### config.mk
export PLATFORM = sky130hd
export DESIGN_NAME = gmii_rx_framer
export DESIGN_NICKNAME = d
export VERILOG_FILES = /design/src/rtl/gmii_rx_framer.sv
export SDC_FILE = /design/constraint.sdc
export NUM_CORES = 1
export LEC_CHECK = 0
export CAP_MARGIN = 20
export CORE_AREA = 2 2 151 153
export CTS_CLUSTER_DIAMETER = 100
export DETAILED_ROUTE_END_ITERATION = 8
export DIE_AREA = 0 0 153 155
export DONT_BUFFER_PORTS = 1
export GPL_ROUTABILITY_DRIVEN = 0
export SETUP_SLACK_MARGIN = 0.4
export SYNTH_ARGS = -nofsm -noshare
export SYNTH_HDL_FRONTEND = slang
export SYNTH_SLANG_ARGS = --single-unit
### constraint.sdc
create_clock -name clk -period 5.6 [get_ports clk]
set_input_delay 0.84 -clock clk [delete_from_list [all_inputs] [get_ports clk]]
set_output_delay 0.84 -clock clk [all_outputs]
set_load 0.02 [all_outputs]
### src/rtl/gmii_rx_framer.sv
// GMII receive framer: strips preamble/SFD, checks CRC-32, length and destination
// address, removes the FCS and streams the payload with per-frame status.
module gmii_rx_framer #(
    parameter logic [47:0] LOCAL_MAC    = 48'h000A35_010203,
    parameter bit          ACCEPT_BCAST = 1'b1,
    parameter bit          PROMISC      = 1'b0,
    parameter int unsigned MIN_LEN      = 64,
    parameter int unsigned MAX_LEN      = 1518
) (
    input  logic        clk,
    input  logic        rst_n,
    input  logic [7:0]  gmii_rxd,
    input  logic        gmii_rx_dv,
    input  logic        gmii_rx_er,
    output logic [7:0]  out_data,
    output logic        out_valid,
    output logic        out_sof,
    output logic        out_done,
    output logic        out_good,
    output logic [3:0]  out_status,
    output logic [15:0] out_len,
    output logic [15:0] stat_good,
    output logic [15:0] stat_bad
);

    localparam logic [31:0] CRC_POLY    = 32'hEDB8_8320;
    localparam logic [31:0] CRC_RESIDUE = 32'hDEBB_20E3;
    localparam logic [15:0] MIN_L       = MIN_LEN[15:0];
    localparam logic [15:0] MAX_L       = MAX_LEN[15:0];

    typedef enum logic [2:0] {
        S_WAIT_IDLE,
        S_IDLE,
        S_PREAMBLE,
        S_BODY,
        S_DISCARD,
        S_DONE
    } state_t;

    state_t          state_q, state_d;
    logic            dv_q, er_q, primed_q;
    logic [7:0]      rxd_q;
    logic [15:0]     cnt_q, cnt_d;
    logic [31:0]     crc_q, crc_d;
    logic [47:0]     da_q, da_d;
    logic [3:0][7:0] dly_q, dly_d;
    logic            sof_pend_q, sof_pend_d;
    logic            ovf_q, ovf_d;
    logic            pre_err_q, pre_err_d;
    logic            gerr_q, gerr_d;

    logic [7:0]      data_q, data_d;
    logic            valid_q, valid_d;
    logic            sof_q, sof_d;
    logic            done_q, done_d;
    logic            good_q, good_d;
    logic [3:0]      status_q, status_d;
    logic [15:0]     len_q, len_d;
    logic [15:0]     sgood_q, sgood_d;
    logic [15:0]     sbad_q, sbad_d;

    logic            finish;
    logic            addr_miss_c, len_err_c, crc_err_c;
    logic [3:0]      status_c;
    logic [15:0]     len_c;

    function automatic logic [31:0] crc_step(input logic [31:0] crc, input logic [7:0] d);
        logic [31:0] c;
        c = crc ^ {24'h0, d};
        for (int i = 0; i < 8; i++) begin
            c = c[0] ? ((c >> 1) ^ CRC_POLY) : (c >> 1);
        end
        return c;
    endfunction

    // Frame verdict, sampled only on the cycle the frame closes.
    always_comb begin
        addr_miss_c = (cnt_q < 16'd6) ||
                      !(PROMISC || (da_q == LOCAL_MAC) ||
                        (ACCEPT_BCAST && (da_q == {48{1'b1}})));
        len_err_c   = pre_err_q || ovf_q || (cnt_q < MIN_L) || (cnt_q > MAX_L);
        crc_err_c   = (crc_q != CRC_RESIDUE);
        status_c    = {addr_miss_c, len_err_c, gerr_q, crc_err_c};
        if (cnt_q > MAX_L) begin
            len_c = MAX_L - 16'd4;
        end else if (cnt_q >= 16'd4) begin
            len_c = cnt_q - 16'd4;
        end else begin
            len_c = 16'd0;
        end
    end

    always_comb begin
        state_d    = state_q;
        cnt_d      = cnt_q;
        crc_d      = crc_q;
        da_d       = da_q;
        dly_d      = dly_q;
        sof_pend_d = sof_pend_q;
        ovf_d      = ovf_q;
        pre_err_d  = pre_err_q;
        gerr_d     = gerr_q;
        data_d     = data_q;
        valid_d    = 1'b0;
        sof_d      = 1'b0;
        done_d     = 1'b0;
        good_d     = good_q;
        status_d   = status_q;
        len_d      = len_q;
        sgood_d    = sgood_q;
        sbad_d     = sbad_q;
        finish     = 1'b0;

        unique case (state_q)
            S_WAIT_IDLE: begin
                if (primed_q && !dv_q) state_d = S_IDLE;
            end
            S_IDLE: begin
                if (dv_q && rxd_q == 8'h55) state_d = S_PREAMBLE;
            end
            S_PREAMBLE: begin
                if (!dv_q) begin
                    state_d = S_IDLE;
                end else if (rxd_q == 8'hD5) begin
                    state_d    = S_BODY;
                    cnt_d      = 16'd0;
                    crc_d      = 32'hFFFF_FFFF;
                    gerr_d     = 1'b0;
                    ovf_d      = 1'b0;
                    pre_err_d  = 1'b0;
                    sof_pend_d = 1'b1;
                end else if (rxd_q != 8'h55) begin
                    state_d   = S_DISCARD;
                    cnt_d     = 16'd0;
                    crc_d     = 32'hFFFF_FFFF;
                    gerr_d    = 1'b0;
                    ovf_d     = 1'b0;
                    pre_err_d = 1'b1;
                end
            end
            S_BODY: begin
                if (!dv_q) begin
                    finish = 1'b1;
                end else begin
                    cnt_d  = (cnt_q == 16'hFFFF) ? cnt_q : cnt_q + 16'd1;
                    crc_d  = crc_step(crc_q, rxd_q);
                    gerr_d = gerr_q | er_q;
                    dly_d  = {dly_q[2:0], rxd_q};
                    if (cnt_q < 16'd6) da_d = {da_q[39:0], rxd_q};
                    // The byte that pushes the count past MAX_LEN is never released.
                    if (cnt_q >= MAX_L) begin
                        state_d = S_DISCARD;
                        ovf_d   = 1'b1;
                    end else if (cnt_q >= 16'd4) begin
                        valid_d    = 1'b1;
                        data_d     = dly_q[3];
                        sof_d      = sof_pend_q;
                        sof_pend_d = 1'b0;
                    end
                end
            end
            S_DISCARD: begin
                if (!dv_q) begin
                    finish = 1'b1;
                end else if (er_q && !pre_err_q) begin
                    gerr_d = 1'b1;
                end
            end
            S_DONE: begin
                state_d = (dv_q && rxd_q == 8'h55) ? S_PREAMBLE : S_IDLE;
            end
            default: state_d = S_WAIT_IDLE;
        endcase

        if (finish) begin
            state_d  = S_DONE;
            done_d   = 1'b1;
            good_d   = (status_c == 4'b0000);
            status_d = status_c;
            len_d    = len_c;
            if (status_c == 4'b0000) begin
                sgood_d = sgood_q + 16'd1;
            end else begin
                sbad_d = sbad_q + 16'd1;
            end
        end
    end

    always_ff @(posedge clk or negedge rst_n) begin
        if (!rst_n) begin
            state_q    <= S_WAIT_IDLE;
            dv_q       <= 1'b0;
            er_q       <= 1'b0;
            primed_q   <= 1'b0;
            cnt_q      <= 16'd0;
            sof_pend_q <= 1'b0;
            ovf_q      <= 1'b0;
            pre_err_q  <= 1'b0;
            gerr_q     <= 1'b0;
            data_q     <= 8'd0;
            valid_q    <= 1'b0;
            sof_q      <= 1'b0;
            done_q     <= 1'b0;
            good_q     <= 1'b0;
            status_q   <= 4'd0;
            len_q      <= 16'd0;
            sgood_q    <= 16'd0;
            sbad_q     <= 16'd0;
        end else begin
            state_q    <= state_d;
            dv_q       <= gmii_rx_dv;
            er_q       <= gmii_rx_er;
            primed_q   <= 1'b1;
            cnt_q      <= cnt_d;
            sof_pend_q <= sof_pend_d;
            ovf_q      <= ovf_d;
            pre_err_q  <= pre_err_d;
            gerr_q     <= gerr_d;
            data_q     <= data_d;
            valid_q    <= valid_d;
            sof_q      <= sof_d;
            done_q     <= done_d;
            good_q     <= good_d;
            status_q   <= status_d;
            len_q      <= len_d;
            sgood_q    <= sgood_d;
            sbad_q     <= sbad_d;
        end
    end

    // Pure datapath: always rewritten by the FSM before it is consumed.
    always_ff @(posedge clk) begin
        rxd_q <= gmii_rxd;
        crc_q <= crc_d;
        da_q  <= da_d;
        dly_q <= dly_d;
    end

    assign out_data   = data_q;
    assign out_valid  = valid_q;
    assign out_sof    = sof_q;
    assign out_done   = done_q;
    assign out_good   = good_q;
    assign out_status = status_q;
    assign out_len    = len_q;
    assign stat_good  = sgood_q;
    assign stat_bad   = sbad_q;

endmodule

==> results of run 1 <==
-- how the worst min path moves through the flow --
stage,from,slack [ns],end
global route,rst_n,0.0003,stat_good[1]
CTS,rst_n,0.002,out_status[1]
floorplan,dly_q[2],0.40,dly_q[10]
finish,rst_n,0.03,stat_good[9]
detailed placement,dly_q[2],0.40,dly_q[10]
global placement,dly_q[9],0.40,dly_q[17]
-- cells in the final DEF (no fill, tap or decap), types with 7 or more instances in the layout --
cell type | Yosys | routed
and3_1 | 10 | 10
inv_1 | 16 | 16
xnor2_1 | 70 | 70
edfxtp_1 | 112 | 112
nand4_1 | 29 | 29
o21ai_0 | 51 | 51
ha_1 | 7 | 7
dfrtp_1 | 90 | 90
nand2b_1 | 7 | 7
nor2_1 | 38 | 36
clkbuf_16 | 0 | 23
nand4b_1 | 8 | 8
dfxtp_1 | 8 | 8
nand2_1 | 88 | 88
o31ai_1 | 8 | 8
mux2_2 | 9 | 9
a21oi_1 | 20 | 20
nand3_1 | 27 | 27
nor3_1 | 9 | 9
xor2_1 | 31 | 31
nor4_1 | 20 | 20
-- kinds of logic after synthesis --
kind of cell / synth area share
compound gates: 0.0683
xor+xnor: 0.102
fa+ha+maj: 0.00941
buf+inv: 0.0231
flops: 0.621
mux: 0.0184
other cells: 0.000403
simple gates: 0.158
-- metrics by stage --
step	setup WS (ns)	util	hold slack (ns)	total power (W)	cells
after floorplan	1.95	-	0.400	0.00237	764
after global placement	2.72	0.430	0.402	0.00249	1023
after CTS	2.61	0.466	0.00196	0.00408	1066
final	2.59	0.468	0.0291	0.00404	1071
after detailed placement	2.63	0.432	0.405	0.00252	1024
after global routing	2.30	0.468	0.000294	0.00423	1070
-- worst max-delay path, delay by kind of cell, from the launching register on --
kind	cells	cell delay, ns
compound gates	1	0.33
xor+xnor	1	0.17
buf+inv	2	0.55
flops	1	0.62
simple gates	4	1.20
-- power groups by stage --
| stage | clock [W] | sequential (W) | combinational, W |
|---|---|---|---|
| 6_report | 0.00154 | 0.00194 | 0.000559 |
| 5_1_grt | 0.00165 | 0.00195 | 0.000628 |
| 3_5_place_dp | 0 | 0.00197 | 0.000552 |
| 2_1_floorplan | 0 | 0.00191 | 0.000459 |
| 4_1_cts | 0.00159 | 0.00194 | 0.000556 |
| 3_3_place_gp | 0 | 0.00197 | 0.000519 |
-- state kept, by name, indices dropped and copies added (netlist names), 3 cells and up --
name	cells
stat_bad	16
dly_q	32
rxd_q	8
out_len	16
crc_q	32
da_q	48
stat_good	16
out_data	8
cnt_q	16
out_status	4
state_q	3
-- repair_timing --
item	in CTS	in global routing
endpoints found under the hold margin	0	20
hold buffers	0	4
buffers inserted	0	0
-- layout make-up --
cell class / count / area [µm²]
fillers: 1977 / 11800
flip-flops and latches: 210 / 5780
multi-input cells: 505 / 3330
clock buffers: 29 / 608
well taps: 285 / 357
clock inverters: 13 / 166
repair buffers: 11 / 113
inverters: 17 / 63.8
diodes: 1 / 2.50
-- layer usage --
metal / track usage / vias to the layer above
met2: 0.254 / 142
met1: 0.223 / 2842
met5: 0 / -
met4: 0.0489 / 0
met3: 0.0337 / 31
li1: - / 2777
==> results.sh, run 1 <==
export IMPL_synth_seq_cells=210
export IMPL_path_max_fanout=41
export IMPL_cts_sinks=210
export IMPL_power_frac_clock=0.382
export IMPL_power_switching_w=0.00110
export IMPL_rows=55
export IMPL_ios=76
export IMPL_crit_required_ns=5.98
export IMPL_status="finished, final reports clean"
export IMPL_cts_root_buffer="clkbuf_16"
export IMPL_period_minus_slack_ns=3.01
export IMPL_synth_edf_count=112
export IMPL_ant_nets=0
export IMPL_clk_latency_ns=0.51
export IMPL_hold_viol=0
export IMPL_portBuffers=0
export IMPL_ys_seq_area_frac=0.621
export IMPL_clkTransAtPathRegs_ns=0.06
export IMPL_p_leak_nw=3.84
export IMPL_initial_core_util=0.419
export IMPL_ys_warn_count=0
export IMPL_min_path_type="input port to async pin"
export IMPL_viasPerCell=5.41
export IMPL_ir_drop_v=0.000246
export IMPL_grt_pass1_wl_um=31000
export IMPL_dieArea_mm2=0.0237
export IMPL_ff2ff_path_depth=8
export IMPL_fin_area_mm2=0.0104
export IMPL_swShare=0.272
export IMPL_wl_met1_um=8710
export IMPL_reg2reg_from="state_q[0]"
export IMPL_p_int_w=0.00294
export IMPL_rsz0062_at_grt="false"
export IMPL_final_nets=787
export IMPL_wire_per_inst_um=18.0
export IMPL_combinationalPowerShare=0.138
export IMPL_synth_largest_area_cell="edfxtp_1"
export IMPL_grt_max_degree=91
export IMPL_synth_common_cells="112 x edfxtp_1, 90 x dfrtp_1, 88 x nand2_1"
export IMPL_worstSetupStartpointType="flop"
export IMPL_end_kind="flop"
export IMPL_drt_wl_total_um=19200
export IMPL_fin_worst_skew_ns=0.00777
export IMPL_max_freq_ghz=0.332
export IMPL_cts_tree="built"
export IMPL_seq_power_share=0.480
export IMPL_synth_top_area_frac=0.361
export IMPL_layout_drive_gt1_share=0.0994
export IMPL_via_count=5792
export IMPL_worstSetupStartpoint="state_q[0]"
export IMPL_power_density_mw_per_mm2=388
export IMPL_grt_remaining_overflow=0
export IMPL_route_met3_wl_um=880
export IMPL_dp_final_hpwl_um=12900
export IMPL_cp_endpoint="stat_good[12]"
export IMPL_placed_area_mm2=0.00959
export IMPL_tns_ns=0
export IMPL_area_growth_pct=11.9
export IMPL_rrSetupSlack_ns=2.59
export IMPL_drtIter0Drc=405
export IMPL_htreeDepth=1
export IMPL_finalSetupViolCount=0
export IMPL_synth_nets=783
export IMPL_fin_crit_sh=0.538
export IMPL_numCtsBuffers=23
export IMPL_rr_endpoint="stat_good[12]"
export IMPL_slowest_stage="dfrtp_1"
export IMPL_die_x_um=153
export IMPL_drc_errors=0
export IMPL_fp_dieH_um=155
export IMPL_max_slew_worst_pin_slew_ns=0.960
export IMPL_cp_cell_sequence="nand3b_1 > a21o_1 > buf_4 > inv_2 > and3_1 > and2_1 > nand4_1 > xnor2_1"
export IMPL_yosys_top_cells_area="edfxtp_1 36%, dfrtp_1 24%, xnor2_1 6.6%"
export IMPL_post_cts_resized=0
export IMPL_synth_avg_cell_area_um2=12.2
export IMPL_arrival_ns=3.39
export IMPL_grt_pass1_vias=5733
export IMPL_synth_most_common_cell="edfxtp_1"
export IMPL_maxCapViolations=0
export IMPL_ys_flop_type="edfxtp_1"
export IMPL_core_area_mm2=0.0222
export IMPL_track_usage=0.160
export IMPL_relSlewSlack=0.358
export IMPL_antenna_found_initial=1
export IMPL_path_class="flop to flop"
export IMPL_slew_viol_final=0
export IMPL_slowest_delay_ns=0.62
export IMPL_maxUsedRoutingLayer="met4"
export IMPL_routed_wl_met2_um=9140
export IMPL_firstDrtPassIters=5
export IMPL_synthesis_area_mm2=0.00931
export IMPL_cts_buffer_depth=3
export IMPL_synth_distinct_cells=63
export IMPL_async_flop_share=0.429
export IMPL_synthCells=764
Power figures use the tool's default switching activity.
==> run 2, diff against run 1 <==
clock period = 2.71 ns   (was 5.6 ns; I/O delays follow)
==> results.sh, run 2 (synthesized netlist as in run 1, its figures left out) <==
export IMPL_fill_cells=1921
export IMPL_fin_crit_sh=0.904
export IMPL_drtIter0Drc=413
export IMPL_fp_dieH_um=155
export IMPL_multi_input_area_mm2=0.00368
export IMPL_ant_nets=0
export IMPL_grtUsageMet3=0.0281
export IMPL_dieArea_mm2=0.0237
export IMPL_p_total_w=0.00846
export IMPL_layout_drive_gt1_share=0.203
export IMPL_swShare=0.278
export IMPL_postLayoutSetupSlackWorst_ns=0.260
export IMPL_drt_wl_total_um=20100
export IMPL_clkTransAtPathRegs_ns=0.06
export IMPL_path_class="flop to flop"
export IMPL_period_minus_slack_ns=2.45
export IMPL_whs_ns=-0.415
export IMPL_p_leak_nw=4.16
export IMPL_dp_final_hpwl_um=13100
export IMPL_viasPerCell=5.40
export IMPL_end_kind="flop"
export IMPL_wire_per_inst_um=18.0
export IMPL_grt_busiest_layer="met2"
export IMPL_slew_viol_final=0
export IMPL_max_freq_ghz=0.408
export IMPL_path_max_fanout=8
export IMPL_largest_register="da_q"
export IMPL_layout_cells_most_common="edfxtp_1"
export IMPL_violations="negative hold slack"
export IMPL_maxCapViolations=0
export IMPL_grtUsageMet1=0.237
export IMPL_antenna_found_initial=0
export IMPL_p_int_w=0.00611
export IMPL_min_path_type="input port to async pin"
export IMPL_power_density_mw_per_mm2=751
export IMPL_clk_latency_ns=0.52
export IMPL_track_usage=0.169
export IMPL_worstSetupStartpointType="flop"
export IMPL_cts_sinks=210
export IMPL_status="finished, violations left"
export IMPL_crit_required_ns=3.11
export IMPL_portBuffers=0
export IMPL_area_growth_pct=21.1
export IMPL_max_slew_worst_pin_slew_ns=0.588
export IMPL_power_switching_w=0.00235
export IMPL_use_met2=0.275
export IMPL_largest_register_ffs=48
export IMPL_cts_tree="built"
export IMPL_power_frac_clock=0.379
export IMPL_seqCellArea_mm2=0.00579
export IMPL_grt_pass1_wl_um=32900
export IMPL_rows=55
export IMPL_drc_errors=0
export IMPL_htreeDepth=1
export IMPL_numCtsBuffers=23
export IMPL_relSlewSlack=0.604
export IMPL_via_count=6048
export IMPL_grt_pass1_vias=6052
export IMPL_seq_power_share=0.474
export IMPL_holdBufCountCts=10
export IMPL_ios=76
export IMPL_arrival_ns=2.85
export IMPL_combinationalPowerShare=0.147
export IMPL_final_nets=838
export IMPL_tns_ns=0
export IMPL_dp_slack_ns=0.144
export IMPL_hold_viol=90
export IMPL_fin_worst_skew_ns=0.0126
export IMPL_finalSetupViolCount=0
export IMPL_grt_max_degree=91
export IMPL_cts_root_buffer="clkbuf_16"
export IMPL_antenna_cells=0
export IMPL_grt_remaining_overflow=0
export IMPL_mostFrequentLayoutCells="112 x edfxtp_1, 88 x nand2_1, 80 x dfrtp_1"
export IMPL_rsz0062_at_grt="true"
export IMPL_die_x_um=153
export IMPL_rrSetupSlack_ns=0.26
export IMPL_top_regs="da_q x48, crc_q x32, dly_q x32"
export IMPL_initial_core_util=0.419
export IMPL_cts_buffer_depth=3
export IMPL_ir_drop_v=0.000428
export IMPL_firstDrtPassIters=5
export IMPL_core_area_mm2=0.0222
run 2: changes by cell type in the layout (fill, tap and decap cells not counted), sizes merged, moves of 4 or more:
cell / delta
dlygate4sd3: +6
buf: +43
clkinvlp: +4
clkbuf: -4
run 2: metal layers:
metal  routed length (µm)  up-vias
met5                    0        -
met4                  469        0
met3                  830       34
met2                 9780      138
met1                 9050     3007
li1                     -     2869
run 2: per-stage QoR:
stage,cells,util,instance area (µm²),hold slack (ns)
after global routing,1121,0.507,11300,-0.445
after detailed placement,1042,0.441,9790,0.113
after CTS,1115,0.499,11100,-0.440
after floorplan,764,-,9390,0.111
after global placement,1042,0.441,9790,0.113
final,1121,0.507,11300,-0.415
run 2: layout make-up:
type,instances,area share
flip-flops and latches,210,0.514
clock inverters,17,0.0178
multi-input cells,507,0.327
repair buffers,60,0.0522
clock buffers,25,0.0517
inverters,17,0.00622
well taps,285,0.0316
run 2: final timing paths:
kind,from,endpoint,depth (start not counted)
setup / recovery,da_q[37],stat_bad[1],8
max in group asynchronous,rst_n,cnt_q[9],0
hold / removal,rst_n,out_status[3],0
setup reg to reg,da_q[37],stat_bad[1],8
hold reg to reg,dly_q[1],dly_q[9],0
min in group clk,dly_q[1],dly_q[9],0
run 2: critical path: stages (launching register included):
cell       delay (ns)
edfxtp_1         0.45
nor4_4           0.32
nand4_1          0.16
or3_4            0.42
a2111oi_4        0.29
buf_4            0.19
buf_12           0.14
nor2_2           0.06
mux2_4           0.31
run 2: repair_timing:
item	4_1_cts	5_1_grt
cloned	4	1
resized for setup	40	29
endpoints found under the setup margin	67	81
endpoints found under the hold margin	100	90
pin swaps	15	16
buffers inserted	17	5
run 2: power by group through the flow:
stage | sequential (W) | combinational, W | clock [W]
after floorplan | 0.00395 | 0.000953 | 0
after global placement | 0.00406 | 0.00115 | 0
after detailed placement | 0.00407 | 0.00119 | 0
after CTS | 0.00401 | 0.00123 | 0.00328
after global routing | 0.00404 | 0.00140 | 0.00340
final | 0.00401 | 0.00125 | 0.00320
==> run 3, diff against run 2 <==
CAP_MARGIN = 10   (was 20)
MAX_ROUTING_LAYER = met4   (was unset)
==> results.sh, run 3 (synthesized netlist as in run 1, its figures left out) <==
export IMPL_grt_max_degree=91
export IMPL_violations="negative hold slack"
export IMPL_mostFrequentLayoutCells="112 x edfxtp_1, 88 x nand2_1, 80 x dfrtp_1"
export IMPL_rrSetupSlack_ns=0.26
export IMPL_fin_crit_sh=0.903
export IMPL_max_freq_ghz=0.409
export IMPL_fp_dieH_um=155
export IMPL_arrival_ns=2.85
export IMPL_cts_sinks=210
export IMPL_path_class="flop to flop"
export IMPL_dp_final_hpwl_um=13100
export IMPL_grt_remaining_overflow=0
export IMPL_grt_pass1_wl_um=32900
export IMPL_worstSetupStartpointType="flop"
export IMPL_ir_drop_v=0.000430
export IMPL_drtIter0Drc=438
export IMPL_end_kind="flop"
export IMPL_dp_cells=1042
export IMPL_dp_slack_ns=0.144
export IMPL_min_path_type="input port to async pin"
export IMPL_drc_errors=0
export IMPL_path_max_fanout=8
export IMPL_cts_tree="built"
export IMPL_finalSetupViolCount=0
export IMPL_relSlewSlack=0.608
export IMPL_reg2reg_from="da_q[37]"
export IMPL_antenna_found_initial=0
export IMPL_fin_cells=1118
export IMPL_hold_viol=90
export IMPL_track_usage=0.174
export IMPL_cp_endpoint="stat_bad[1]"
export IMPL_power_density_mw_per_mm2=753
export IMPL_clk_latency_ns=0.52
export IMPL_firstDrtPassIters=5
export IMPL_core_area_mm2=0.0222
export IMPL_via_count=6065
export IMPL_numCtsBuffers=23
export IMPL_final_nets=835
export IMPL_fin_worst_skew_ns=0.0145
export IMPL_tns_ns=0
export IMPL_holdBufCountCts=10
export IMPL_worstSetupStartpoint="da_q[37]"
export IMPL_drt_wl_total_um=20100
export IMPL_ant_nets=0
export IMPL_status="finished, violations left"
export IMPL_rr_endpoint="stat_bad[1]"
export IMPL_whs_ns=-0.417
export IMPL_antenna_cells=0
export IMPL_viasPerCell=5.42
export IMPL_area_growth_pct=20.7
export IMPL_portBuffers=0
export IMPL_ff2ff_path_depth=8
export IMPL_largest_register_ffs=48
export IMPL_rows=55
export IMPL_period_minus_slack_ns=2.45
export IMPL_grt_pass1_vias=6053
export IMPL_htreeDepth=1
export IMPL_dieArea_mm2=0.0237
export IMPL_slew_viol_final=0
export IMPL_top_regs="da_q x48, crc_q x32, dly_q x32"
export IMPL_die_x_um=153
export IMPL_largest_register="da_q"
export IMPL_cts_buffer_depth=3
export IMPL_max_slew_worst_pin_slew_ns=0.582
export IMPL_layout_cells_most_common="edfxtp_1"
export IMPL_cts_root_buffer="clkbuf_16"
export IMPL_layout_drive_gt1_share=0.198
export IMPL_wire_per_inst_um=18.0
export IMPL_postLayoutSetupSlackWorst_ns=0.264
export IMPL_rsz0062_at_grt="true"
export IMPL_maxCapViolations=0
export IMPL_crit_required_ns=3.11
export IMPL_clkTransAtPathRegs_ns=0.06
export IMPL_initial_core_util=0.419
export IMPL_p_leak_nw=4.15
export IMPL_ios=76
## run 3: cell count changes in the layout (fill, tap and decap cells not counted)
cell | previous run | this run
a21oi_1 | 18 | 19
buf_4 | 40 | 37
a21oi_2 | 2 | 1
or3b_4 | 3 | 2
o21ai_1 | 2 | 5
buf_6 | 4 | 5
o21ai_2 | 1 | 0
o21ai_0 | 49 | 47
## run 3: how the worst min path moves through the flow
stage | startpoint | to | slack, ns | depth (start not counted)
floorplan | rst_n | cnt_q[0] | 0.11 | 0
global placement | rst_n | stat_bad[12] | 0.11 | 0
detailed placement | rst_n | stat_bad[12] | 0.11 | 0
CTS | rst_n | stat_good[10] | -0.44 | 0
global route | rst_n | stat_bad[7] | -0.45 | 0
finish | rst_n | stat_good[2] | -0.42 | 0
## run 3: worst max-delay path: stages (launching register included)
cell and delay (ns):
edfxtp_1 0.45, nor4_4 0.32, nand4_1 0.16, or3_4 0.42, a2111oi_4 0.29, buf_4 0.19, buf_12 0.14, nor2_2 0.06
mux2_4 0.31
## run 3: layer usage
metal,up-vias,GRT usage,share of wire
met5,-,-,0
met3,35,0.0281,0.041
met1,3006,0.237,0.45
met4,0,0.0481,0.023
met2,160,0.275,0.49
li1,2864,-,-
## run 3: final cells by class
| cell class | instances | area (µm²) |
|---|---|---|
| Tap cell | 285 | 357 |
| Timing Repair Buffer | 58 | 577 |
| Clock inverter | 17 | 200 |
| Clock buffer | 25 | 583 |
| Sequential cell | 210 | 5790 |
| Multi-Input combinational cell | 506 | 3660 |
| Fill cell | 1920 | 11000 |
| Inverter | 17 | 70.1 |
## run 3: repair_timing
action,CTS,global route
cloned,4,0
pin swaps,15,15
endpoints found under the hold margin,100,90
resized for setup,40,29
setup endpoints to repair,67,80
buffers inserted,17,3
## run 3: power breakdown
part / internal, W / total [W] / switching, W
Sequential: 0.00368 / 0.00401 / 0.000333
Combinational: 0.000489 / 0.00125 / 0.000757
Clock: 0.00194 / 0.00320 / 0.00126
## run 3: metrics by stage
stage	total power, W	area (µm²)	util
after detailed placement	0.00525	9790	0.441
after CTS	0.00852	11100	0.499
after floorplan	0.00490	9390	-
final	0.00846	11200	0.506
after global placement	0.00521	9790	0.441
after global routing	0.00884	11200	0.506
